[src/rtl/crypt_pkg.sv]
// Shared types and constants for the crypt scheduler and its round-robin arbiter.
package crypt_pkg;
    localparam int   BLK_W    = 128;
    localparam int   KEY_W    = 10;
    localparam logic MODE_ENC = 1'b0;
    localparam logic MODE_DEC = 1'b1;

    typedef enum logic [1:0] {
        IDLE,
        WAIT,
        DONE
    } state_t;
endpackage

[src/rtl/crypt_rr_arb.sv]
// Two-way round-robin grant: on a tie the port other than the last winner (rr) is granted.
module crypt_rr_arb (
    input  logic valid0,
    input  logic valid1,
    input  logic rr,
    output logic grant_valid,
    output logic grant_id
);
    always_comb begin
        grant_valid = valid0 | valid1;
        if (valid0 && valid1) begin
            grant_id = ~rr;
        end else begin
            grant_id = valid1;
        end
    end
endmodule

[src/rtl/crypt_sched.sv]
// Shares one combinational encrypt/decrypt core between two requesters with a LAT-cycle settle window.
// Optional per-requester completion counters cnt0/cnt1 exist only when CRYPT_SCHED_PERF_EN is defined.
module crypt_sched
    import crypt_pkg::*;
#(
    parameter int LAT   = 2,
    parameter int CNT_W = 16
) (
    input  logic             clk,
    input  logic             rst_n,
    input  logic             req0_valid,
    output logic             req0_ready,
    input  logic             req0_mode,
    input  logic [KEY_W-1:0] req0_key,
    input  logic [BLK_W-1:0] req0_data,
    input  logic             req1_valid,
    output logic             req1_ready,
    input  logic             req1_mode,
    input  logic [KEY_W-1:0] req1_key,
    input  logic [BLK_W-1:0] req1_data,
    output logic             core_mode,
    output logic [KEY_W-1:0] core_key,
    output logic [BLK_W-1:0] core_data,
    input  logic [BLK_W-1:0] core_enc,
    input  logic [BLK_W-1:0] core_dec,
    output logic             resp_valid,
    input  logic             resp_ready,
    output logic             resp_id,
    output logic [BLK_W-1:0] resp_data
`ifdef CRYPT_SCHED_PERF_EN
    ,
    output logic [CNT_W-1:0] cnt0,
    output logic [CNT_W-1:0] cnt1
`endif
);
    localparam logic [3:0] SETTLE_INIT = 4'(LAT - 1);

    state_t     state_reg;
    state_t     state_next;
    logic       rr_reg;
    logic       id_reg;
    logic [3:0] settle_reg;
    logic       grant_valid;
    logic       grant_id;
    logic       accept;
    logic       capture;
    logic       handshake;

    crypt_rr_arb u_arb (
        .valid0      (req0_valid),
        .valid1      (req1_valid),
        .rr          (rr_reg),
        .grant_valid (grant_valid),
        .grant_id    (grant_id)
    );

    always_ff @(posedge clk or negedge rst_n) begin
        if (!rst_n) begin
            state_reg <= IDLE;
        end else begin
            state_reg <= state_next;
        end
    end

    always_comb begin
        state_next = state_reg;
        req0_ready = 1'b0;
        req1_ready = 1'b0;
        accept     = 1'b0;
        capture    = 1'b0;
        handshake  = 1'b0;
        case (state_reg)
            IDLE: begin
                req0_ready = grant_valid && !grant_id;
                req1_ready = grant_valid && grant_id;
                if (grant_valid) begin
                    accept     = 1'b1;
                    state_next = WAIT;
                end
            end
            WAIT: begin
                if (settle_reg == 4'd0) begin
                    capture    = 1'b1;
                    state_next = DONE;
                end
            end
            DONE: begin
                if (resp_ready) begin
                    handshake  = 1'b1;
                    state_next = IDLE;
                end
            end
            default: state_next = IDLE;
        endcase
    end

    // core_* are loaded only on accept so the core inputs stay frozen through the settle window.
    always_ff @(posedge clk or negedge rst_n) begin
        if (!rst_n) begin
            rr_reg     <= 1'b1;
            id_reg     <= 1'b0;
            settle_reg <= 4'd0;
            core_mode  <= MODE_ENC;
            core_key   <= '0;
            core_data  <= '0;
            resp_valid <= 1'b0;
            resp_id    <= 1'b0;
            resp_data  <= '0;
        end else begin
            if (accept) begin
                rr_reg     <= grant_id;
                id_reg     <= grant_id;
                settle_reg <= SETTLE_INIT;
                core_mode  <= grant_id ? req1_mode : req0_mode;
                core_key   <= grant_id ? req1_key  : req0_key;
                core_data  <= grant_id ? req1_data : req0_data;
            end else if (state_reg == WAIT && settle_reg != 4'd0) begin
                settle_reg <= settle_reg - 4'd1;
            end

            if (capture) begin
                resp_valid <= 1'b1;
                resp_id    <= id_reg;
                resp_data  <= (core_mode == MODE_DEC) ? core_dec : core_enc;
            end else if (handshake) begin
                resp_valid <= 1'b0;
            end
        end
    end

`ifdef CRYPT_SCHED_PERF_EN
    always_ff @(posedge clk or negedge rst_n) begin
        if (!rst_n) begin
            cnt0 <= '0;
            cnt1 <= '0;
        end else if (handshake) begin
            if (resp_id) begin
                cnt1 <= cnt1 + 1'b1;
            end else begin
                cnt0 <= cnt0 + 1'b1;
            end
        end
    end
`else
    // CNT_W only sizes the optional counters; referenced here so the default build stays lint-clean.
    if (CNT_W > 0) begin : g_cnt_w_unused
    end
`endif
endmodule

[config.mk]
export PLATFORM = sky130hd
export DESIGN_NAME = crypt_sched
export DESIGN_NICKNAME = d
export VERILOG_FILES = /design/src/rtl/crypt_pkg.sv /design/src/rtl/crypt_rr_arb.sv /design/src/rtl/crypt_sched.sv
export SDC_FILE = /design/constraint.sdc
export NUM_CORES = 1
export LEC_CHECK = 0
export ABC_AREA = 1
export ABC_CLOCK_PERIOD_IN_PS = 1730
export CORE_AREA = 3 3 312 314
export DETAILED_ROUTE_END_ITERATION = 8
export DIE_AREA = 0 0 315 317
export SLEW_MARGIN = 20
export SYNTH_ARGS = -nofsm -noshare
export SYNTH_HDL_FRONTEND = slang
export SYNTH_SLANG_ARGS = --single-unit
[constraint.sdc]
create_clock -name clk -period 1.73 [get_ports clk]
set_input_delay 0.2595 -clock clk [delete_from_list [all_inputs] [get_ports clk]]
set_output_delay 0.2595 -clock clk [all_outputs]
set_load 0.1 [all_outputs]
==> qor.csv, run 1 <==
stage;metric;value;unit
outcome;status;complete, but fails checks;
outcome;violations;negative setup slack;
cells_and_area;fin_area;0.0277;sq mm
die;rows;113;
sta;finalHoldViolCount;0;
logic_synthesis;ys_seq_elements;277;
worst_setup_path;critical_path.top_delay_family;flip-flops;
route;dr_wl_met3;6.71;mm
placed_design;placed_cell_area;0.0258;sq mm
logic_synthesis;yosysTopAreaCellShare;52.3;%
sta;max_freq;0.512;GHz
global_routing;antenna_found_initial;14;
die;fp.dieH;317;um
placed_design;numPortBuffers;809;
route;first_iter_violations;707;
route;routed_wl;76.9;mm
worst_setup_path;start_kind;register;
cells_and_area;top_regs;core_data (128), resp_data (128), core_key (10);
route;wl_met2;36.9;mm
worst_setup_path;critPathBufInv;3;
clocking;cts_max_level;2;
clocking;tritoncts;built;
die;initial_utilization;13.9;%
worst_setup_path;path_class;register to output port;
worst_setup_path;crit_chain;nand2_2 -> nand2_4 -> inv_2 -> nor2_4 -> buf_12 -> buf_16;
cells_and_area;fillers;9894;
cells_and_area;seqCellArea;0.00694;sq mm
worst_setup_path;critPathMaxStageDelay;540;ps
logic_synthesis;synth_cells;1688;
cells_and_area;drive_gt1_share;17.9;%
sta;worstMarginPinSlew;503;ps
logic_synthesis;yosys-top-cells-area;dfrtp_1 52%, nand2_1 23%, o211ai_1 7.3%, inv_1 4.7%, nand3_1 4.2%;
logic_synthesis;syn-num-nets;2229;
cells_and_area;multi_input_area;0.00505;sq mm
clocking;path_clk_slew;60;ps
clocking;numCtsBuffers;35;
global_routing;grt-ovfl-total;0;
clocking;cts_buffer_depth;3;
cells_and_area;syn2layout_area_growth;110;%
clocking;clk_latency;550;ps
route;topRoutingLayerUsed;met5;
sta;max_slew_margin;66.5;%
route;wl_met1;30.9;mm
sta;skew;14.7;ps
global_routing;grt_first_pass_wirelength;103;mm
clocking;cts-root-buf;clkbuf_16;
placed_design;gp_congestion;0.843;
logic_synthesis;ys_types;24;
die;fp.dieW;315;um
worst_setup_path;worstPathMaxFanout;2;
logic_synthesis;synthesis.area;0.0132;sq mm
logic_synthesis;ys_warn_count;0;
die;die_area;0.0999;sq mm
sta;setup_tns;-403;ps
global_routing;grt_max_degree;75;
route;postRouteAntennaNets;0;
route;avgViaCountPerCell;3.77;
sta;period_minus_slack;1950;ps
route;drc;0;
min_path;hold_path_class;primary input to async pin;
global_routing;grt_pass1_vias;14500;
cells_and_area;stdcell_count;3836;
global_routing;grt_usage;14.2;%
clocking;clock-sinks;277;
sta;rsz0062_at_grt;yes;
logic_synthesis;ys_seq_area_share;52.5;%
worst_setup_path;slowest_stage;dfstp_2;
sta;setup_ws;-223;ps
route;num_vias;14500;
worst_setup_path;endpoint_kind;output port;
logic_synthesis;yosysTopAreaCell;dfrtp_1;
placed_design;dp.final_hpwl;59.8;mm
logic_synthesis;syn_area_per_cell;7.82;sq um
route;drt_pass1_iterations;5;
placed_design;placedCellCount;3738;
die;io_pins;810;
worst_setup_path;cp.arrival;1690;ps
cells_and_area;fin_nets;3083;
sta;timing.final.crit_share;113;%
sta;drv_slew;0;
worst_setup_path;cp_data_required_time;1470;ps
sta;finalSetupViolations;2;
route;wl_per_cell;20.0;um
die;core;0.0949;sq mm
flow_run;cap_violations;0;
==> worst reg2reg max path, cell delays in order (launching register included) <==
cell       delay (ps)
dfstp_2           540
nand2_2            60
nand2_4            80
inv_2              50
nor2_4            130
buf_12            130
buf_4             260
clkbuf_16         270
nand2_1            80
nand3_1            60
==> path summary, 6_finish.rpt <==
| kind | start | to | slack [ps] | depth (start not counted) |
|---|---|---|---|---|
| worst min register to register | rr_reg | rr_reg | 480 | 2 |
| worst max-delay path | rr_reg | req0_ready | -220 | 6 |
| min in group clk | req0_data[12] | core_data[12] | 260 | 3 |
| worst min-delay path | rst_n | resp_data[114] | 140 | 2 |
| max in group asynchronous | rst_n | core_data[84] | 810 | 4 |
| worst max register to register | rr_reg | core_data[55] | 20 | 9 |
==> per-stage QoR <==
| step | hold slack [ps] | worst slack [ps] | util (%) |
|---|---|---|---|
| finish | 143 | -223 | 29.2 |
| global route | 136 | -334 | 29.2 |
| CTS | 97.1 | -274 | 28.8 |
| detailed placement | 125 | -203 | 27.2 |
| global placement | 124 | -191 | 27.2 |
| floorplan | -36.1 | 67.5 | - |
==> layer usage <==
layer / track usage (%) / vias up
li1: - / 6978
met5: 0 / -
met4: 4.38 / 12
met3: 4.78 / 93
met2: 23.8 / 610
met1: 17.3 / 6764
==> kinds of logic (layout without fill, tap and decap cells) <==
logic type               after synthesis  count (layout)  synth area share, %
AO/OA/AOI/OAI                        164             164                 8.70
flip-flops                           277             277                 52.5
XOR/XNOR                               1               1               0.0664
buffers and inverters                274            1152                 9.66
other                                  0               5                    0
AND/OR/NAND/NOR                      970             970                 28.8
adder cells (fa/ha/maj)                2               2                0.190
==> cell usage in the layout (no fill, tap or decap) <==
cell type | synthesis | final
a21oi_1 | 1 | 1
clkinv_2 | 0 | 2
diode_2 | 0 | 5
buf_12 | 0 | 289
clkbuf_8 | 0 | 5
inv_6 | 0 | 1
buf_8 | 0 | 1
or2_2 | 1 | 1
o21ai_4 | 0 | 1
o31ai_1 | 1 | 1
inv_8 | 0 | 1
nor2_1 | 33 | 31
nor2_4 | 2 | 5
xor2_1 | 1 | 1
dfrtp_1 | 276 | 275
o21ai_0 | 33 | 33
nand2_2 | 1 | 4
buf_6 | 20 | 8
nand2_4 | 0 | 2
nand2_1 | 819 | 814
inv_1 | 166 | 163
nand3_1 | 112 | 112
dfstp_2 | 1 | 1
clkbuf_1 | 35 | 8
o211ai_1 | 128 | 128
clkdlybuf4s50_1 | 0 | 537
ha_1 | 2 | 1
ha_4 | 0 | 1
buf_16 | 0 | 6
buf_4 | 14 | 72
bufinv_16 | 0 | 7
dfrtp_4 | 0 | 1
clkinvlp_4 | 0 | 1
nand4_1 | 1 | 1
dlygate4sd3_1 | 0 | 1
clkbuf_16 | 0 | 46
inv_2 | 2 | 4
==> synth_stat cells <==
| cell | instances |
|---|---|
| nor2_2 | 1 |
| nor2_1 | 33 |
| o211ai_1 | 128 |
| a21oi_1 | 1 |
| nand2_2 | 1 |
| inv_1 | 166 |
| nand3_1 | 112 |
| buf_1 | 2 |
| nor2_4 | 2 |
| inv_2 | 2 |
| buf_2 | 35 |
| or2_2 | 1 |
| buf_6 | 20 |
| ha_1 | 2 |
| nand2_1 | 819 |
| dfrtp_1 | 276 |
| clkbuf_1 | 35 |
| xor2_1 | 1 |
| buf_4 | 14 |
| nand4_1 | 1 |
| o21ai_2 | 1 |
| o31ai_1 | 1 |
| o21ai_0 | 33 |
| dfstp_2 | 1 |
==> what timing repair did <==
action,4_1_cts,5_1_grt
hold endpoints to repair,200,0
setup buffers,14,6
gates cloned,2,11
hold buffers,1,0
pin swaps,9,12
setup endpoints to repair,21,198
gates resized for setup,10,20
==> area by class of cell <==
cell class / instances / share of cell area, %
timing repair buffer: 923 / 44.1
sequential: 277 / 25.1
clock buffer: 50 / 3.70
multi-input combinational: 1137 / 18.2
tap: 1265 / 5.72
inverter: 168 / 2.30
antenna: 5 / 0.0452
clock inverter: 11 / 0.854
Power of run 1 is not shown: default switching activity piles up to over one toggle a cycle in this logic, so the estimate is an artifact.
==> run 2: changes to the inputs <==
Settings changed: GPL_TIMING_DRIVEN set to 0, PLACE_DENSITY set to 0.39.
==> run 2 against run 1 <==
Effect of this change: the flow still finishes with violations (negative setup slack); sequential cell count did not move; register-to-register slack improved by 40 ps; first-iteration DRC count fell by 2.0%; die area did not move; routed wire length barely moved; fmax fell by 4.8%; utilization fell by 4.5 points; critical endpoint unchanged; worst hold slack improved by 98 ps; critical path depth did not move; non-clock buffer count rose by 9; sequential share of layout area rose by 4.6 points.
==> qor.csv, run 2 (synthesis gave the netlist of run 1 again) <==
stage;metric;value;unit;change
global_routing;grt_first_pass_wirelength;109;mm;+5.7%
sta;timing.final.crit_share;119;%;+5.6 points
clocking;clk_latency;560;ps;about the same
sta;hold-worst-slack;242;ps;+98.4 ps
clocking;cts_buffer_depth;3;;unchanged
sta;rsz0062_at_grt;yes;;
clocking;numCtsBuffers;39;;+11%
cells_and_area;top_regs;core_data (128), resp_data (128), core_key (10);;
route;postRouteAntennaNets;0;;unchanged
clocking;path_clk_slew;50;ps;about the same
sta;finalHoldViolCount;0;;unchanged
worst_setup_path;start_kind;register;;
route;avgViaCountPerCell;3.82;;+1.3%
sta;finalSetupViolations;2;;unchanged
die;fp.dieH;317;um;unchanged
route;first_iter_violations;693;;-2.0%
worst_setup_path;r2r-end;core_data[73];;
global_routing;grt_usage;14.7;%;+0.50 points
clocking;cts_max_level;2;;unchanged
sta;worstMarginPinSlew;578;ps;+75.6 ps
die;core;0.0949;sq mm;unchanged
worst_setup_path;crit_path_start;state_reg[1];;
placed_design;gp_congestion;0.875;;+3.8%
route;drt_pass1_iterations;5;;unchanged
outcome;status;complete, but fails checks;;
route;routed_wl;76.8;mm;about the same
sta;max_slew_margin;61.4;%;-5.0 points
worst_setup_path;cp.arrival;1790;ps;+100 ps
route;wl_per_cell;20.0;um;-0.30%
placed_design;numPortBuffers;809;;unchanged
cells_and_area;syn2layout_area_growth;77.3;%;
sta;period_minus_slack;2050;ps;+97.6 ps
worst_setup_path;crit_path_end;req0_ready;;
cells_and_area;drive_gt1_share;17.6;%;-0.32 points
worst_setup_path;timing.rr.start;state_reg[1];;
worst_setup_path;r2r_setup_slack;60;ps;+40 ps
worst_setup_path;reg2reg_depth;9;;unchanged
clocking;clock-sinks;277;;unchanged
global_routing;grt-ovfl-total;0;;unchanged
die;rows;113;;unchanged
flow_run;cap_violations;0;;unchanged
route;drc;0;;unchanged
die;fp.dieW;315;um;unchanged
cells_and_area;layout_common_cells;818 x nand2_1, 537 x clkdlybuf4s50_1, 275 x dfrtp_1, 266 x buf_2, 163 x inv_1;;
sta;drv_slew;0;;unchanged
clocking;tritoncts;built;;
sta;setup_ws;-320;ps;-97.6 ps
worst_setup_path;path_class;register to output port;;
sta;max_freq;0.488;GHz;-4.8%
global_routing;grt_max_degree;84;;+12%
placed_design;dp.final_hpwl;61.6;mm;+3.0%
global_routing;antenna_found_initial;7;;-7
cells_and_area;final_common_cell;nand2_1;;
sta;skew;15.6;ps;+0.879 ps
cells_and_area;fin_nets;3096;;+0.42%
worst_setup_path;worstPathMaxFanout;2;;unchanged
die;io_pins;810;;unchanged
cells_and_area;fillers;10500;;+5.8%
die;die_area;0.0999;sq mm;unchanged
min_path;hold_path_class;primary input to async pin;;
worst_setup_path;cp_data_required_time;1470;ps;about the same
die;initial_utilization;13.9;%;unchanged
worst_setup_path;endpoint_kind;output port;;
outcome;violations;negative setup slack;;
route;num_vias;14700;;+1.6%
clocking;cts-root-buf;clkbuf_16;;
global_routing;grt_pass1_vias;15900;;+9.8%
-- run 2: changes by cell type in the layout (fill, tap and decap cells not counted), sizes merged --
cell      previous run  this run
clkinvlp             1         0
clkinv               2         1
buf                376       354
diode                5         2
clkbuf              59       104
inv                169       168
bufinv               7         0
-- run 2: worst min path at each step --
stage	endpoint	slack [ps]	depth (start not counted)
global placement	rr_reg	460	2
detailed placement	core_data[111]	220	1
floorplan	core_data[0]	-40	0
CTS	core_data[9]	180	2
global route	core_data[1]	240	3
finish	core_data[9]	240	2
-- run 2: cell type report --
cell class	instances	area, sq um	area share [%]
Antenna cell	2	5.00	0.0214
Buffer	106	903	3.86
Clock buffer	64	1220	5.22
Clock inverter	1	5.00	0.0214
Inverter	168	631	2.69
Multi-Input combinational cell	1137	5020	21.4
Sequential cell	277	6930	29.6
Tap cell	1265	1580	6.76
Timing Repair Buffer	826	7100	30.3
-- run 2: through the flow --
step,utilization (%),setup TNS (ps),setup slack (ps),area (sq um),cells
global route,24.7,-1010,-415,23400,3844
global placement,24.1,-3801280,-14700,22900,3762
detailed placement,24.2,-80900,-1210,22900,3765
finish,24.7,-619,-320,23400,3846
CTS,24.5,-731,-393,23200,3840
floorplan,-,0,67.5,13200,1688
-- run 2: per-layer routing --
layer,track usage [%],wire length (um),up-vias
met5,0,41,-
met1,16.7,29800,7036
li1,-,-,7019
met4,2.94,1160,6
met3,4.60,6380,67
met2,27.1,39400,555
-- run 2: critical path: stages (launching register included) --
cell	delay, ps
dfrtp_1	390
nor2_2	160
o21ai_2	100
buf_6	130
nor2_4	140
buf_6	140
buf_12	170
-- run 2: what timing repair did --
| item | CTS | global route |
|---|---|---|
| setup endpoints to repair | 499 | 247 |
| cloned | 1 | 0 |
| pin swaps | 8 | 3 |
| resized for setup | 1426 | 56 |
| hold buffers | 1 | 0 |
| endpoints found under the hold margin | 44 | 0 |
| buffers inserted | 8 | 4 |
Power of run 2 is left out for the same reason.
==> run 3: changes to the inputs <==
Settings changed: CTS_CLUSTER_DIAMETER set to 40.
==> run 3 against run 2 <==
Effect of this change: routed wire length up 0.84%; largest cell class unchanged; critical endpoint unchanged; non-clock buffer count is 4 lower; first-iteration DRC count decreased by 12%; worst setup slack worse by 32 ps; sequential share of layout area fell by 2.0 points; count of clock-buffer cells in the layout is 34 higher; the run still ends with negative setup slack left; die area unchanged; critical path depth unchanged.
==> qor.csv, run 3 (synthesis gave the netlist of run 1 again) <==
stage;metric;value;unit;change
outcome;status;complete, but fails checks;;
outcome;violations;negative setup slack;;
worst_setup_path;r2r_setup_slack;80;ps;+20 ps
worst_setup_path;worstPathMaxFanout;2;;unchanged
placed_design;dp.final_hpwl;61.6;mm;unchanged
route;num_vias;15000;;+2.3%
placed_design;placed_cell_area;0.0229;sq mm;unchanged
route;wl_met2;39.6;mm;+0.60%
placed_design;pre_cts_ws;-1210;ps;unchanged
global_routing;grt_usage;15.0;%;+0.26 points
die;initial_utilization;13.9;%;unchanged
worst_setup_path;endpoint_kind;output port;;
sta;period_minus_slack;2080;ps;+32.1 ps
worst_setup_path;cp_data_required_time;1470;ps;about the same
route;drt_pass1_iterations;6;;+1
die;io_pins;810;;unchanged
sta;setup_ws;-352;ps;-32.1 ps
worst_setup_path;timing.rr.start;core_mode;;
global_routing;grt_pass1_vias;16300;;+2.5%
global_routing;grt_first_pass_wirelength;110;mm;+1.3%
clocking;cts_buffer_depth;3;;unchanged
route;dr_wl_met3;7.15;mm;+12%
sta;finalHoldViolCount;0;;unchanged
placed_design;numPortBuffers;809;;unchanged
worst_setup_path;crit_path_end;req0_ready;;
cells_and_area;top_regs;core_data (128), resp_data (128), core_key (10);;
worst_setup_path;crit_path_start;state_reg[0];;
global_routing;antenna_found_initial;7;;unchanged
worst_setup_path;critPathBufInv;3;;unchanged
die;rows;113;;unchanged
worst_setup_path;r2r-end;resp_data[103];;
route;postRouteAntennaNets;0;;unchanged
sta;finalSetupViolations;2;;unchanged
worst_setup_path;crit_chain;nor2_4 -> o21ai_2 -> buf_6 -> nor2_4 -> buf_6 -> buf_12;;
cells_and_area;layout_common_cells;818 x nand2_1, 537 x clkdlybuf4s50_1, 275 x dfrtp_1, 164 x inv_1, 145 x buf_4;;
die;fp.dieW;315;um;unchanged
clocking;clock-sinks;277;;unchanged
sta;drv_slew;0;;unchanged
sta;rsz0062_at_grt;yes;;
clocking;tritoncts;built;;
clocking;cts_max_level;3;;+1
flow_run;cap_violations;0;;unchanged
worst_setup_path;path_class;register to output port;;
route;avgViaCountPerCell;3.83;;+0.43%
route;topRoutingLayerUsed;met5;;
clocking;numCtsBuffers;77;;+97%
worst_setup_path;cp.depth;6;;unchanged
worst_setup_path;start_kind;register;;
die;die_area;0.0999;sq mm;unchanged
clocking;cts-root-buf;clkbuf_16;;
min_path;hold_path_class;primary input to async pin;;
cells_and_area;syn2layout_area_growth;90.5;%;
sta;hold-worst-slack;187;ps;-54.7 ps
route;drc;0;;unchanged
sta;timing.final.crit_share;120;%;+1.9 points
die;fp.dieH;317;um;unchanged
sta;max_freq;0.480;GHz;-1.5%
die;core;0.0949;sq mm;unchanged
worst_setup_path;critPathMaxStageDelay;410;ps;+20 ps
route;routed_wl;77.5;mm;+0.84%
sta;skew;24.7;ps;+9.08 ps
sta;worstMarginPinSlew;583;ps;+4.30 ps
cells_and_area;final_common_cell;nand2_1;;
cells_and_area;fin_nets;3130;;+1.1%
global_routing;grt-ovfl-total;0;;unchanged
clocking;clk_latency;610;ps;+50 ps
route;wl_met1;29.3;mm;-1.8%
sta;max_slew_margin;61.1;%;-0.29 points
clocking;path_clk_slew;50;ps;about the same
route;first_iter_violations;609;;-12%
worst_setup_path;slowest_stage;dfrtp_1;;
placed_design;gp_congestion;0.875;;unchanged
worst_setup_path;reg2reg_depth;5;;-4
cells_and_area;drive_gt1_share;19.7;%;+2.1 points
route;wl_per_cell;19.8;um;-0.98%
cells_and_area;fin_area;0.0251;sq mm;+7.4%
worst_setup_path;cp.arrival;1820;ps;+30 ps
worst_setup_path;critical_path.top_delay_family;buffers and inverters;;
global_routing;grt_max_degree;84;;unchanged
## run 3: cell types whose count changed in the layout (fill, tap and decap cells not counted), sizes merged
cell | before | now
buf | 354 | 299
bufinv | 0 | 11
clkbuf | 104 | 189
clkinv | 1 | 16
clkinvlp | 0 | 8
diode | 2 | 4
inv | 168 | 173
## run 3: worst register-to-register path: stages (launching register included)
cell and delay (ps):
dfrtp_2 390, buf_2 150, clkbuf_2 260, buf_2 290, o211ai_1 350, nand2_1 90
## run 3: how the worst min path moves through the flow
stage | to | slack (ps) | cells after the start | startpoint
2_1_floorplan | core_data[0] | -40 | 0 | rst_n
4_1_cts | core_data[110] | 130 | 2 | rst_n
6_report | core_data[110] | 190 | 2 | rst_n
3_5_place_dp | core_data[111] | 220 | 1 | rst_n
5_1_grt | core_data[17] | 160 | 3 | req1_data[17]
3_3_place_gp | rr_reg | 460 | 2 | rr_reg
## run 3: routing by layer
| metal | vias to the layer above | global-route usage (%) |
|---|---|---|
| met5 | - | 0 |
| met4 | 6 | 3.52 |
| met3 | 90 | 5.62 |
| met2 | 619 | 27.2 |
| met1 | 7187 | 16.5 |
| li1 | 7117 | - |
## run 3: layout make-up
| type | instances | area, sq um |
|---|---|---|
| diodes | 4 | 10.0 |
| plain buffers | 106 | 863 |
| clock buffers | 98 | 2130 |
| clock inverters | 40 | 533 |
| fillers | 10400 | 69700 |
| inverters | 168 | 633 |
| multi-input cells | 1137 | 5020 |
| flip-flops and latches | 277 | 6930 |
| well taps | 1265 | 1580 |
| repair buffers | 822 | 7430 |
## run 3: timing repair
action                                  in CTS  in global routing
cloned                                       1                  0
resized for setup                         1527                102
endpoints found under the setup margin     501                310
pin swaps                                    6                  1
endpoints found under the hold margin       81                  0
setup buffers                                5                  3
hold buffers                                 1                  0
## run 3: per-stage QoR
step / util, % / instances / TNS [ps]
2_1_floorplan: - / 1688 / 0
3_3_place_gp: 24.1 / 3762 / -3801280
3_5_place_dp: 24.2 / 3765 / -80900
4_1_cts: 26.2 / 3910 / -845
5_1_grt: 26.5 / 3913 / -955
6_report: 26.5 / 3917 / -685
Power of run 3 is left out for the same reason.
